--- src/rtl/operand_collector_alu_if.sv ---
// Bus bundles around the operand collector: issue handoff, register-file read
// port and ALU dispatch. Signal names match the surrounding pipeline.

interface oc_issue_if;
    logic        Valid_Issue_OC;
    logic [2:0]  WarpID_Issue_OC;
    logic [7:0]  ActiveMask_Issue_OC;
    logic [31:0] Instr_Issue_OC;
    logic [4:0]  Src1_Issue_OC;
    logic        Src1_Valid_Issue_OC;
    logic [4:0]  Src2_Issue_OC;
    logic        Src2_Valid_Issue_OC;
    logic [4:0]  Dst_Issue_OC;
    logic [15:0] Imme_Issue_OC;
    logic        Imme_Valid_Issue_OC;
    logic        RegWrite_Issue_OC;
    logic [3:0]  ALUop_Issue_OC;
    logic        BEQ_Issue_OC;
    logic        BLT_Issue_OC;
    logic [1:0]  ScbID_Issue_OC;
    logic        Ready_OC_Issue;

    modport master (
        output Valid_Issue_OC, WarpID_Issue_OC, ActiveMask_Issue_OC, Instr_Issue_OC,
               Src1_Issue_OC, Src1_Valid_Issue_OC, Src2_Issue_OC, Src2_Valid_Issue_OC,
               Dst_Issue_OC, Imme_Issue_OC, Imme_Valid_Issue_OC, RegWrite_Issue_OC,
               ALUop_Issue_OC, BEQ_Issue_OC, BLT_Issue_OC, ScbID_Issue_OC,
        input  Ready_OC_Issue
    );

    modport slave (
        input  Valid_Issue_OC, WarpID_Issue_OC, ActiveMask_Issue_OC, Instr_Issue_OC,
               Src1_Issue_OC, Src1_Valid_Issue_OC, Src2_Issue_OC, Src2_Valid_Issue_OC,
               Dst_Issue_OC, Imme_Issue_OC, Imme_Valid_Issue_OC, RegWrite_Issue_OC,
               ALUop_Issue_OC, BEQ_Issue_OC, BLT_Issue_OC, ScbID_Issue_OC,
        output Ready_OC_Issue
    );
endinterface

interface oc_rf_if;
    logic         Req_OC_RF;
    logic [2:0]   WarpID_OC_RF;
    logic [4:0]   Addr_OC_RF;
    logic         Grant_RF_OC;
    logic [255:0] Data_RF_OC;

    modport master (
        output Req_OC_RF, WarpID_OC_RF, Addr_OC_RF,
        input  Grant_RF_OC, Data_RF_OC
    );

    modport slave (
        input  Req_OC_RF, WarpID_OC_RF, Addr_OC_RF,
        output Grant_RF_OC, Data_RF_OC
    );
endinterface

interface oc_alu_if;
    logic         Valid_OC_ALU;
    logic [7:0]   ActiveMask_OC_ALU;
    logic [2:0]   WarpID_OC_ALU;
    logic [31:0]  Instr_OC_ALU;
    logic [255:0] Src1_Data_OC_ALU;
    logic [255:0] Src2_Data_OC_ALU;
    logic [4:0]   Dst_OC_ALU;
    logic [15:0]  Imme_OC_ALU;
    logic         Imme_Valid_OC_ALU;
    logic         RegWrite_OC_ALU;
    logic [3:0]   ALUop_OC_ALU;
    logic         BEQ_OC_ALU;
    logic         BLT_OC_ALU;
    logic [1:0]   ScbID_OC_ALU;

    modport master (
        output Valid_OC_ALU, ActiveMask_OC_ALU, WarpID_OC_ALU, Instr_OC_ALU,
               Src1_Data_OC_ALU, Src2_Data_OC_ALU, Dst_OC_ALU, Imme_OC_ALU,
               Imme_Valid_OC_ALU, RegWrite_OC_ALU, ALUop_OC_ALU, BEQ_OC_ALU,
               BLT_OC_ALU, ScbID_OC_ALU
    );

    modport slave (
        input  Valid_OC_ALU, ActiveMask_OC_ALU, WarpID_OC_ALU, Instr_OC_ALU,
               Src1_Data_OC_ALU, Src2_Data_OC_ALU, Dst_OC_ALU, Imme_OC_ALU,
               Imme_Valid_OC_ALU, RegWrite_OC_ALU, ALUop_OC_ALU, BEQ_OC_ALU,
               BLT_OC_ALU, ScbID_OC_ALU
    );
endinterface

--- src/rtl/operand_collector_alu.sv ---
// Single-entry operand collector: latches one issued instruction, reads up to two
// source registers through a shared RF port, then dispatches it to the ALU.

module operand_collector_alu (
    input  logic      clk,
    input  logic      rst,
    oc_issue_if.slave issue,
    oc_rf_if.master   rf,
    oc_alu_if.master  alu
);

    typedef enum logic [2:0] {
        IDLE,
        RD1,
        CAP1,
        RD2,
        CAP2,
        DISP
    } state_t;

    state_t state;
    state_t state_nxt;

    logic         ready;
    logic         req;
    logic [4:0]   addr;
    logic         transfer;
    logic         need1_in;
    logic         need2_in;

    logic [2:0]   warp_q;
    logic [7:0]   mask_q;
    logic [31:0]  instr_q;
    logic [4:0]   src1_q;
    logic [4:0]   src2_q;
    logic         need2_q;
    logic [4:0]   dst_q;
    logic [15:0]  imme_q;
    logic         imme_v_q;
    logic         regwrite_q;
    logic [3:0]   aluop_q;
    logic         beq_q;
    logic         blt_q;
    logic [1:0]   scb_q;
    logic [255:0] src1_data_q;
    logic [255:0] src2_data_q;

    // Register 0 is hard-wired to zero, so it never costs an RF read.
    assign need1_in = issue.Src1_Valid_Issue_OC && (issue.Src1_Issue_OC != '0);
    assign need2_in = issue.Src2_Valid_Issue_OC && (issue.Src2_Issue_OC != '0);
    assign transfer = issue.Valid_Issue_OC && ready;

    always_ff @(posedge clk or negedge rst) begin
        if (!rst) begin
            state <= IDLE;
        end else begin
            state <= state_nxt;
        end
    end

    always_comb begin
        state_nxt = state;
        ready     = 1'b0;
        req       = 1'b0;
        addr      = src1_q;
        case (state)
            IDLE: begin
                ready = 1'b1;
                if (issue.Valid_Issue_OC) begin
                    if (need1_in) begin
                        state_nxt = RD1;
                    end else if (need2_in) begin
                        state_nxt = RD2;
                    end else begin
                        state_nxt = DISP;
                    end
                end
            end
            RD1: begin
                req  = 1'b1;
                addr = src1_q;
                if (rf.Grant_RF_OC) begin
                    state_nxt = CAP1;
                end
            end
            CAP1: begin
                state_nxt = need2_q ? RD2 : DISP;
            end
            RD2: begin
                req  = 1'b1;
                addr = src2_q;
                if (rf.Grant_RF_OC) begin
                    state_nxt = CAP2;
                end
            end
            CAP2: begin
                state_nxt = DISP;
            end
            DISP: begin
                state_nxt = IDLE;
            end
            default: begin
                state_nxt = IDLE;
            end
        endcase
    end

    assign issue.Ready_OC_Issue = ready;
    assign rf.Req_OC_RF         = req;
    assign rf.Addr_OC_RF        = addr;
    assign rf.WarpID_OC_RF      = warp_q;

    // Entry storage; source buffers restart at zero so skipped reads dispatch zeros.
    always_ff @(posedge clk or negedge rst) begin
        if (!rst) begin
            warp_q      <= '0;
            mask_q      <= '0;
            instr_q     <= '0;
            src1_q      <= '0;
            src2_q      <= '0;
            need2_q     <= 1'b0;
            dst_q       <= '0;
            imme_q      <= '0;
            imme_v_q    <= 1'b0;
            regwrite_q  <= 1'b0;
            aluop_q     <= '0;
            beq_q       <= 1'b0;
            blt_q       <= 1'b0;
            scb_q       <= '0;
            src1_data_q <= '0;
            src2_data_q <= '0;
        end else if (transfer) begin
            warp_q      <= issue.WarpID_Issue_OC;
            mask_q      <= issue.ActiveMask_Issue_OC;
            instr_q     <= issue.Instr_Issue_OC;
            src1_q      <= issue.Src1_Issue_OC;
            src2_q      <= issue.Src2_Issue_OC;
            need2_q     <= need2_in;
            dst_q       <= issue.Dst_Issue_OC;
            imme_q      <= issue.Imme_Issue_OC;
            imme_v_q    <= issue.Imme_Valid_Issue_OC;
            regwrite_q  <= issue.RegWrite_Issue_OC;
            aluop_q     <= issue.ALUop_Issue_OC;
            beq_q       <= issue.BEQ_Issue_OC;
            blt_q       <= issue.BLT_Issue_OC;
            scb_q       <= issue.ScbID_Issue_OC;
            src1_data_q <= '0;
            src2_data_q <= '0;
        end else if (state == CAP1) begin
            src1_data_q <= rf.Data_RF_OC;
        end else if (state == CAP2) begin
            src2_data_q <= rf.Data_RF_OC;
        end
    end

    // ALU-side registers load only in DISP and otherwise hold their last values.
    always_ff @(posedge clk or negedge rst) begin
        if (!rst) begin
            alu.Valid_OC_ALU      <= 1'b0;
            alu.ActiveMask_OC_ALU <= '0;
            alu.WarpID_OC_ALU     <= '0;
            alu.Instr_OC_ALU      <= '0;
            alu.Src1_Data_OC_ALU  <= '0;
            alu.Src2_Data_OC_ALU  <= '0;
            alu.Dst_OC_ALU        <= '0;
            alu.Imme_OC_ALU       <= '0;
            alu.Imme_Valid_OC_ALU <= 1'b0;
            alu.RegWrite_OC_ALU   <= 1'b0;
            alu.ALUop_OC_ALU      <= '0;
            alu.BEQ_OC_ALU        <= 1'b0;
            alu.BLT_OC_ALU        <= 1'b0;
            alu.ScbID_OC_ALU      <= '0;
        end else begin
            alu.Valid_OC_ALU <= (state == DISP);
            if (state == DISP) begin
                alu.ActiveMask_OC_ALU <= mask_q;
                alu.WarpID_OC_ALU     <= warp_q;
                alu.Instr_OC_ALU      <= instr_q;
                alu.Src1_Data_OC_ALU  <= src1_data_q;
                alu.Src2_Data_OC_ALU  <= src2_data_q;
                alu.Dst_OC_ALU        <= dst_q;
                alu.Imme_OC_ALU       <= imme_q;
                alu.Imme_Valid_OC_ALU <= imme_v_q;
                alu.RegWrite_OC_ALU   <= regwrite_q;
                alu.ALUop_OC_ALU      <= aluop_q;
                alu.BEQ_OC_ALU        <= beq_q;
                alu.BLT_OC_ALU        <= blt_q;
                alu.ScbID_OC_ALU      <= scb_q;
            end
        end
    end

endmodule

--- src/flat_wrapper.sv ---
// flat-port wrapper written by rule: the top's interface ports become plain ports
module operand_collector_alu_flat 
  (clk, rst, issue_Valid_Issue_OC, issue_WarpID_Issue_OC, issue_ActiveMask_Issue_OC, issue_Instr_Issue_OC, issue_Src1_Issue_OC, issue_Src1_Valid_Issue_OC, issue_Src2_Issue_OC, issue_Src2_Valid_Issue_OC, issue_Dst_Issue_OC, issue_Imme_Issue_OC, issue_Imme_Valid_Issue_OC, issue_RegWrite_Issue_OC, issue_ALUop_Issue_OC, issue_BEQ_Issue_OC, issue_BLT_Issue_OC, issue_ScbID_Issue_OC, issue_Ready_OC_Issue, rf_Req_OC_RF, rf_WarpID_OC_RF, rf_Addr_OC_RF, rf_Grant_RF_OC, rf_Data_RF_OC, alu_Valid_OC_ALU, alu_ActiveMask_OC_ALU, alu_WarpID_OC_ALU, alu_Instr_OC_ALU, alu_Src1_Data_OC_ALU, alu_Src2_Data_OC_ALU, alu_Dst_OC_ALU, alu_Imme_OC_ALU, alu_Imme_Valid_OC_ALU, alu_RegWrite_OC_ALU, alu_ALUop_OC_ALU, alu_BEQ_OC_ALU, alu_BLT_OC_ALU, alu_ScbID_OC_ALU);
  oc_issue_if issue_i ();
  oc_rf_if rf_i ();
  oc_alu_if alu_i ();
  input  logic clk;
  input  logic rst;
  input wire logic [$bits(issue_i.Valid_Issue_OC)-1:0] issue_Valid_Issue_OC;
  input wire logic [$bits(issue_i.WarpID_Issue_OC)-1:0] issue_WarpID_Issue_OC;
  input wire logic [$bits(issue_i.ActiveMask_Issue_OC)-1:0] issue_ActiveMask_Issue_OC;
  input wire logic [$bits(issue_i.Instr_Issue_OC)-1:0] issue_Instr_Issue_OC;
  input wire logic [$bits(issue_i.Src1_Issue_OC)-1:0] issue_Src1_Issue_OC;
  input wire logic [$bits(issue_i.Src1_Valid_Issue_OC)-1:0] issue_Src1_Valid_Issue_OC;
  input wire logic [$bits(issue_i.Src2_Issue_OC)-1:0] issue_Src2_Issue_OC;
  input wire logic [$bits(issue_i.Src2_Valid_Issue_OC)-1:0] issue_Src2_Valid_Issue_OC;
  input wire logic [$bits(issue_i.Dst_Issue_OC)-1:0] issue_Dst_Issue_OC;
  input wire logic [$bits(issue_i.Imme_Issue_OC)-1:0] issue_Imme_Issue_OC;
  input wire logic [$bits(issue_i.Imme_Valid_Issue_OC)-1:0] issue_Imme_Valid_Issue_OC;
  input wire logic [$bits(issue_i.RegWrite_Issue_OC)-1:0] issue_RegWrite_Issue_OC;
  input wire logic [$bits(issue_i.ALUop_Issue_OC)-1:0] issue_ALUop_Issue_OC;
  input wire logic [$bits(issue_i.BEQ_Issue_OC)-1:0] issue_BEQ_Issue_OC;
  input wire logic [$bits(issue_i.BLT_Issue_OC)-1:0] issue_BLT_Issue_OC;
  input wire logic [$bits(issue_i.ScbID_Issue_OC)-1:0] issue_ScbID_Issue_OC;
  output wire logic [$bits(issue_i.Ready_OC_Issue)-1:0] issue_Ready_OC_Issue;
  output wire logic [$bits(rf_i.Req_OC_RF)-1:0] rf_Req_OC_RF;
  output wire logic [$bits(rf_i.WarpID_OC_RF)-1:0] rf_WarpID_OC_RF;
  output wire logic [$bits(rf_i.Addr_OC_RF)-1:0] rf_Addr_OC_RF;
  input wire logic [$bits(rf_i.Grant_RF_OC)-1:0] rf_Grant_RF_OC;
  input wire logic [$bits(rf_i.Data_RF_OC)-1:0] rf_Data_RF_OC;
  output wire logic [$bits(alu_i.Valid_OC_ALU)-1:0] alu_Valid_OC_ALU;
  output wire logic [$bits(alu_i.ActiveMask_OC_ALU)-1:0] alu_ActiveMask_OC_ALU;
  output wire logic [$bits(alu_i.WarpID_OC_ALU)-1:0] alu_WarpID_OC_ALU;
  output wire logic [$bits(alu_i.Instr_OC_ALU)-1:0] alu_Instr_OC_ALU;
  output wire logic [$bits(alu_i.Src1_Data_OC_ALU)-1:0] alu_Src1_Data_OC_ALU;
  output wire logic [$bits(alu_i.Src2_Data_OC_ALU)-1:0] alu_Src2_Data_OC_ALU;
  output wire logic [$bits(alu_i.Dst_OC_ALU)-1:0] alu_Dst_OC_ALU;
  output wire logic [$bits(alu_i.Imme_OC_ALU)-1:0] alu_Imme_OC_ALU;
  output wire logic [$bits(alu_i.Imme_Valid_OC_ALU)-1:0] alu_Imme_Valid_OC_ALU;
  output wire logic [$bits(alu_i.RegWrite_OC_ALU)-1:0] alu_RegWrite_OC_ALU;
  output wire logic [$bits(alu_i.ALUop_OC_ALU)-1:0] alu_ALUop_OC_ALU;
  output wire logic [$bits(alu_i.BEQ_OC_ALU)-1:0] alu_BEQ_OC_ALU;
  output wire logic [$bits(alu_i.BLT_OC_ALU)-1:0] alu_BLT_OC_ALU;
  output wire logic [$bits(alu_i.ScbID_OC_ALU)-1:0] alu_ScbID_OC_ALU;
  assign issue_i.Valid_Issue_OC = issue_Valid_Issue_OC;
  assign issue_i.WarpID_Issue_OC = issue_WarpID_Issue_OC;
  assign issue_i.ActiveMask_Issue_OC = issue_ActiveMask_Issue_OC;
  assign issue_i.Instr_Issue_OC = issue_Instr_Issue_OC;
  assign issue_i.Src1_Issue_OC = issue_Src1_Issue_OC;
  assign issue_i.Src1_Valid_Issue_OC = issue_Src1_Valid_Issue_OC;
  assign issue_i.Src2_Issue_OC = issue_Src2_Issue_OC;
  assign issue_i.Src2_Valid_Issue_OC = issue_Src2_Valid_Issue_OC;
  assign issue_i.Dst_Issue_OC = issue_Dst_Issue_OC;
  assign issue_i.Imme_Issue_OC = issue_Imme_Issue_OC;
  assign issue_i.Imme_Valid_Issue_OC = issue_Imme_Valid_Issue_OC;
  assign issue_i.RegWrite_Issue_OC = issue_RegWrite_Issue_OC;
  assign issue_i.ALUop_Issue_OC = issue_ALUop_Issue_OC;
  assign issue_i.BEQ_Issue_OC = issue_BEQ_Issue_OC;
  assign issue_i.BLT_Issue_OC = issue_BLT_Issue_OC;
  assign issue_i.ScbID_Issue_OC = issue_ScbID_Issue_OC;
  assign issue_Ready_OC_Issue = issue_i.Ready_OC_Issue;
  assign rf_Req_OC_RF = rf_i.Req_OC_RF;
  assign rf_WarpID_OC_RF = rf_i.WarpID_OC_RF;
  assign rf_Addr_OC_RF = rf_i.Addr_OC_RF;
  assign rf_i.Grant_RF_OC = rf_Grant_RF_OC;
  assign rf_i.Data_RF_OC = rf_Data_RF_OC;
  assign alu_Valid_OC_ALU = alu_i.Valid_OC_ALU;
  assign alu_ActiveMask_OC_ALU = alu_i.ActiveMask_OC_ALU;
  assign alu_WarpID_OC_ALU = alu_i.WarpID_OC_ALU;
  assign alu_Instr_OC_ALU = alu_i.Instr_OC_ALU;
  assign alu_Src1_Data_OC_ALU = alu_i.Src1_Data_OC_ALU;
  assign alu_Src2_Data_OC_ALU = alu_i.Src2_Data_OC_ALU;
  assign alu_Dst_OC_ALU = alu_i.Dst_OC_ALU;
  assign alu_Imme_OC_ALU = alu_i.Imme_OC_ALU;
  assign alu_Imme_Valid_OC_ALU = alu_i.Imme_Valid_OC_ALU;
  assign alu_RegWrite_OC_ALU = alu_i.RegWrite_OC_ALU;
  assign alu_ALUop_OC_ALU = alu_i.ALUop_OC_ALU;
  assign alu_BEQ_OC_ALU = alu_i.BEQ_OC_ALU;
  assign alu_BLT_OC_ALU = alu_i.BLT_OC_ALU;
  assign alu_ScbID_OC_ALU = alu_i.ScbID_OC_ALU;
  operand_collector_alu u_core (.clk(clk), .rst(rst), .issue(issue_i), .rf(rf_i), .alu(alu_i));
endmodule
--- config.mk ---
export PLATFORM = sky130hd
export DESIGN_NAME = operand_collector_alu_flat
export DESIGN_NICKNAME = d
export VERILOG_FILES = /design/src/rtl/operand_collector_alu_if.sv /design/src/rtl/operand_collector_alu.sv /design/src/flat_wrapper.sv
export SDC_FILE = /design/constraint.sdc
export NUM_CORES = 2
export LEC_CHECK = 0
export CAP_MARGIN = 20
export CELL_PAD_IN_SITES_DETAIL_PLACEMENT = 1
export CELL_PAD_IN_SITES_GLOBAL_PLACEMENT = 2
export CORE_UTILIZATION = 30
export DETAILED_ROUTE_END_ITERATION = 8
export PLACE_DENSITY = 0.78
export SYNTH_ARGS = -nofsm -noshare
export SYNTH_HDL_FRONTEND = slang
export SYNTH_SLANG_ARGS = --single-unit
--- constraint.sdc ---
create_clock -name clk -period 1.65 [get_ports clk]
set_input_delay 0.33 -clock clk [delete_from_list [all_inputs] [get_ports clk]]
set_output_delay 0.33 -clock clk [all_outputs]
set_load 0.005 [all_outputs]
==> metrics.log <==
INFO  metric status = finished with violations
INFO  metric violations_in_the_final_reports = negative setup slack
INFO  metric cts-htree-levels = 4
INFO  metric synth_seq_cells = 1,187
INFO  metric die_area = 151,200 um2
INFO  metric detail_route.wirelength = between 150 and 200 mm
INFO  metric boundaryPins = 943
INFO  metric hold_path.class = in -> async
INFO  metric powerDensity = 1770 nW/um2
INFO  metric synth-edff-count = 0
INFO  metric fin_crit_share = 146.9%
INFO  metric grt_first_pass_wirelength = 261.5 mm
INFO  metric placement.cell_area = 58,320 um2
INFO  metric synth_most_common_cell = nand2_1
INFO  metric num_rows = 141
INFO  metric clkSlewWorstSetupHoldPaths = 60 ps
INFO  metric rsz_0062_raised_after_global_routing = true
INFO  metric synthDominantAreaCellType = dfrtp_1
INFO  metric asr_flop_ratio_synth = 100.0%
INFO  metric worst-path-max-fanout = 4
INFO  metric grt_max_degree = 87
INFO  metric fin_setup_tns = -417,260 ps
INFO  metric portion_of_the_post_synthesis_area_used_by_sequential_elements = 66.14%
INFO  metric drive_gt1_share = 24.31%
INFO  metric drt_first_iter_violations = 1,957
INFO  metric remaining_drc_errors = 0
INFO  metric numCtsBuffers = 136
INFO  metric clk_path_buf_depth = 3
INFO  metric synth.yosys.warnings = 0
INFO  metric final.setup_skew = 27.04 ps
INFO  metric synthTopCellsByCount = nand2_1 (2,528), dfrtp_1 (1,187), a21oi_1 (260), a22o_1 (200), buf_2 (155)
INFO  metric cts_sinks = 1,187
INFO  metric design.core.area = 148,200 um2
INFO  metric measured_slew_at_the_worst_slew_check_pin = ~570 ps
INFO  metric grt_antenna_before_repair = 25
INFO  metric synth_area_per_cell = 9.846 um2
INFO  metric final_max_slew_viol_count = 0
INFO  metric routed_wire_length_per_instance = roughly 23 um
INFO  metric ys_types = 27
INFO  metric synth_flop_cell = dfrtp_1
INFO  metric initial_util = 30.30%
INFO  metric worst-endpoint-required = 1320 ps
INFO  metric setup_viol_count_final = 1,217
INFO  metric depth_of_the_worst_register_to_register_path = 12
INFO  metric synthDominantCellAreaShare = around 66%
INFO  metric net_count_after_synthesis = 4,907
INFO  metric peakVddDrop = 0.8923 mV
INFO  metric place_hpwl = approximately 120 mm
INFO  metric critPathKind = reg -> out
INFO  metric finalNetCount = ~6,200
INFO  metric gp_congestion = 0.8274
INFO  metric vias_per_cell = 4.787
INFO  metric synth_area_leaders = dfrtp_1 (66%), nand2_1 (21%), a22o_1 (3.9%)
INFO  metric port-buffer-count = 942
INFO  metric area_of_the_mapped_netlist = ~45,000 um2
INFO  metric floorplan.die.height = just under 400 um
INFO  metric chipWidth = 388.9 um
INFO  metric end_kind = primary output
INFO  metric clock_tree.root_cell = clkbuf_16
INFO  metric critical_path.startpoint_type = flop
INFO  metric max-cap-violations = 0
INFO  metric global_route.usage.total = 22.94%
INFO  metric first_global_vias = 40,061
INFO  metric design_area = 64,610 um2
INFO  metric layout-area-overhead-vs-synth = 43.88%
INFO  metric timing_hold_violations_final = 0
INFO  metric period_needed = around 2400 ps
INFO  metric gr-total-overflow = 0
INFO  metric fin_ws = -774.5 ps
INFO  metric cellLeakagePower = 33.79 nW
INFO  metric worstSkewPairLatency = 750 ps
INFO  metric pre_cts_slack = -788.3 ps
INFO  metric dr.pass1.iters = 5
INFO  metric cts_tree = yes
INFO  metric worst-endpoint-arrival = 2090 ps
INFO  metric synthCells = 4,561
INFO  metric max_clock_freq = 412.5 MHz
INFO  metric max-slew-margin-rel = 62.09%
INFO  metric via_count = 37,726
INFO  metric ant_nets = 0
[registers in the layout (all words and copies together), names as in the netlist, 16 cells and up]
name and cells:
u_core.alu.Imme_OC_ALU 16, u_core.alu.Instr_OC_ALU 32, u_core.src2_data_q 256, u_core.imme_q 16, u_core.alu.Src1_Data_OC_ALU 256, u_core.instr_q 32, u_core.alu.Src2_Data_OC_ALU 256, u_core.src1_data_q 256
[metrics by stage]
stage          hold slack (ps)  util (%)  total power, mW  cells
2_1_floorplan            34.41         -            59.34   4561
5_1_grt                  56.18     43.60            120.5   7880
3_5_place_dp             242.0     39.36            81.46   7407
6_report                 70.47     43.60            114.4   7881
3_3_place_gp             237.2     39.36            80.29   7407
4_1_cts                  37.46     42.18            112.0   7803
[power by group]
part           switching, mW  leakage [nW]  total (mW)  internal (mW)
sequential              6.35          15.8        45.3           39.0
combinational           20.3          15.8        38.6           18.4
clock                   12.7          2.21        30.4           17.7
[routing by layer]
metal  vias up  GRT usage (%)  wire, um
met1     19359          28.11     76250
met5         -              0       198
met4        28          8.805      6736
met2       969          39.05     91560
li1      17080              -         -
met3       290          5.343     10140
[worst paths after layout]
| path | end | from | slack (ps) |
|---|---|---|---|
| min | u_core.alu.Src1_Data_OC_ALU[157] | rst | 70 |
| max in group asynchronous | u_core.alu.Src1_Data_OC_ALU[64] | rst | 710 |
| min reg2reg | u_core.alu.Src1_Data_OC_ALU[93] | u_core.src1_data_q[93] | 450 |
| min in group clk | u_core.instr_q[5] | issue_Instr_Issue_OC[5] | 100 |
| max reg2reg | u_core.src1_data_q[233] | u_core.state[2] | -530 |
| max | rf_Addr_OC_RF[4] | u_core.state[2] | -770 |
[critical path: stages (launching register included)]
cell and delay, ps:
dfrtp_4 460, and2b_2 260, nand2_4 80, buf_4 140
mux2_2 270, buf_2 130
[cell type report]
cell class,count,area [um2]
flip-flops and latches,1187,29720
fillers,16606,83580
inverters,2,33.78
clock inverters,45,529.3
repair buffers,1437,14150
diodes,11,27.53
clock buffers,196,3954
well taps,1930,2415
multi-input cells,3073,13780
[cells by family after synthesis]
group                     Yosys count  share of synthesized area [%]
and+or+nand+nor                  2544                          21.38
muxes                               5                         0.1254
AOI/OAI and AO/OA                 523                          8.133
xor gates and xnor gates            1                        0.01951
buffers and inverters             301                          4.202
DFF                              1187                          66.14
[layout by cell type, fill, tap and decap left out, types with 60 or more instances in the layout]
cell type,Yosys,routed
a21oi_1,260,215
buf_2,155,430
clkdlybuf4s50_1,0,344
a22o_1,200,200
clkbuf_16,0,185
buf_12,0,104
nand2_2,0,60
nand2_1,2528,2456
buf_4,88,278
dfrtp_1,1187,1175
buf_6,31,187
[what timing repair did]
item,CTS,global route
endpoints found under the setup margin,1519,1614
hold endpoints to repair,481,0
setup buffers,145,19
gates cloned,9,51
hold buffers,1,0
pin swaps,12,24
gates resized for setup,2728,184
(Power assumes the default switching activity.)
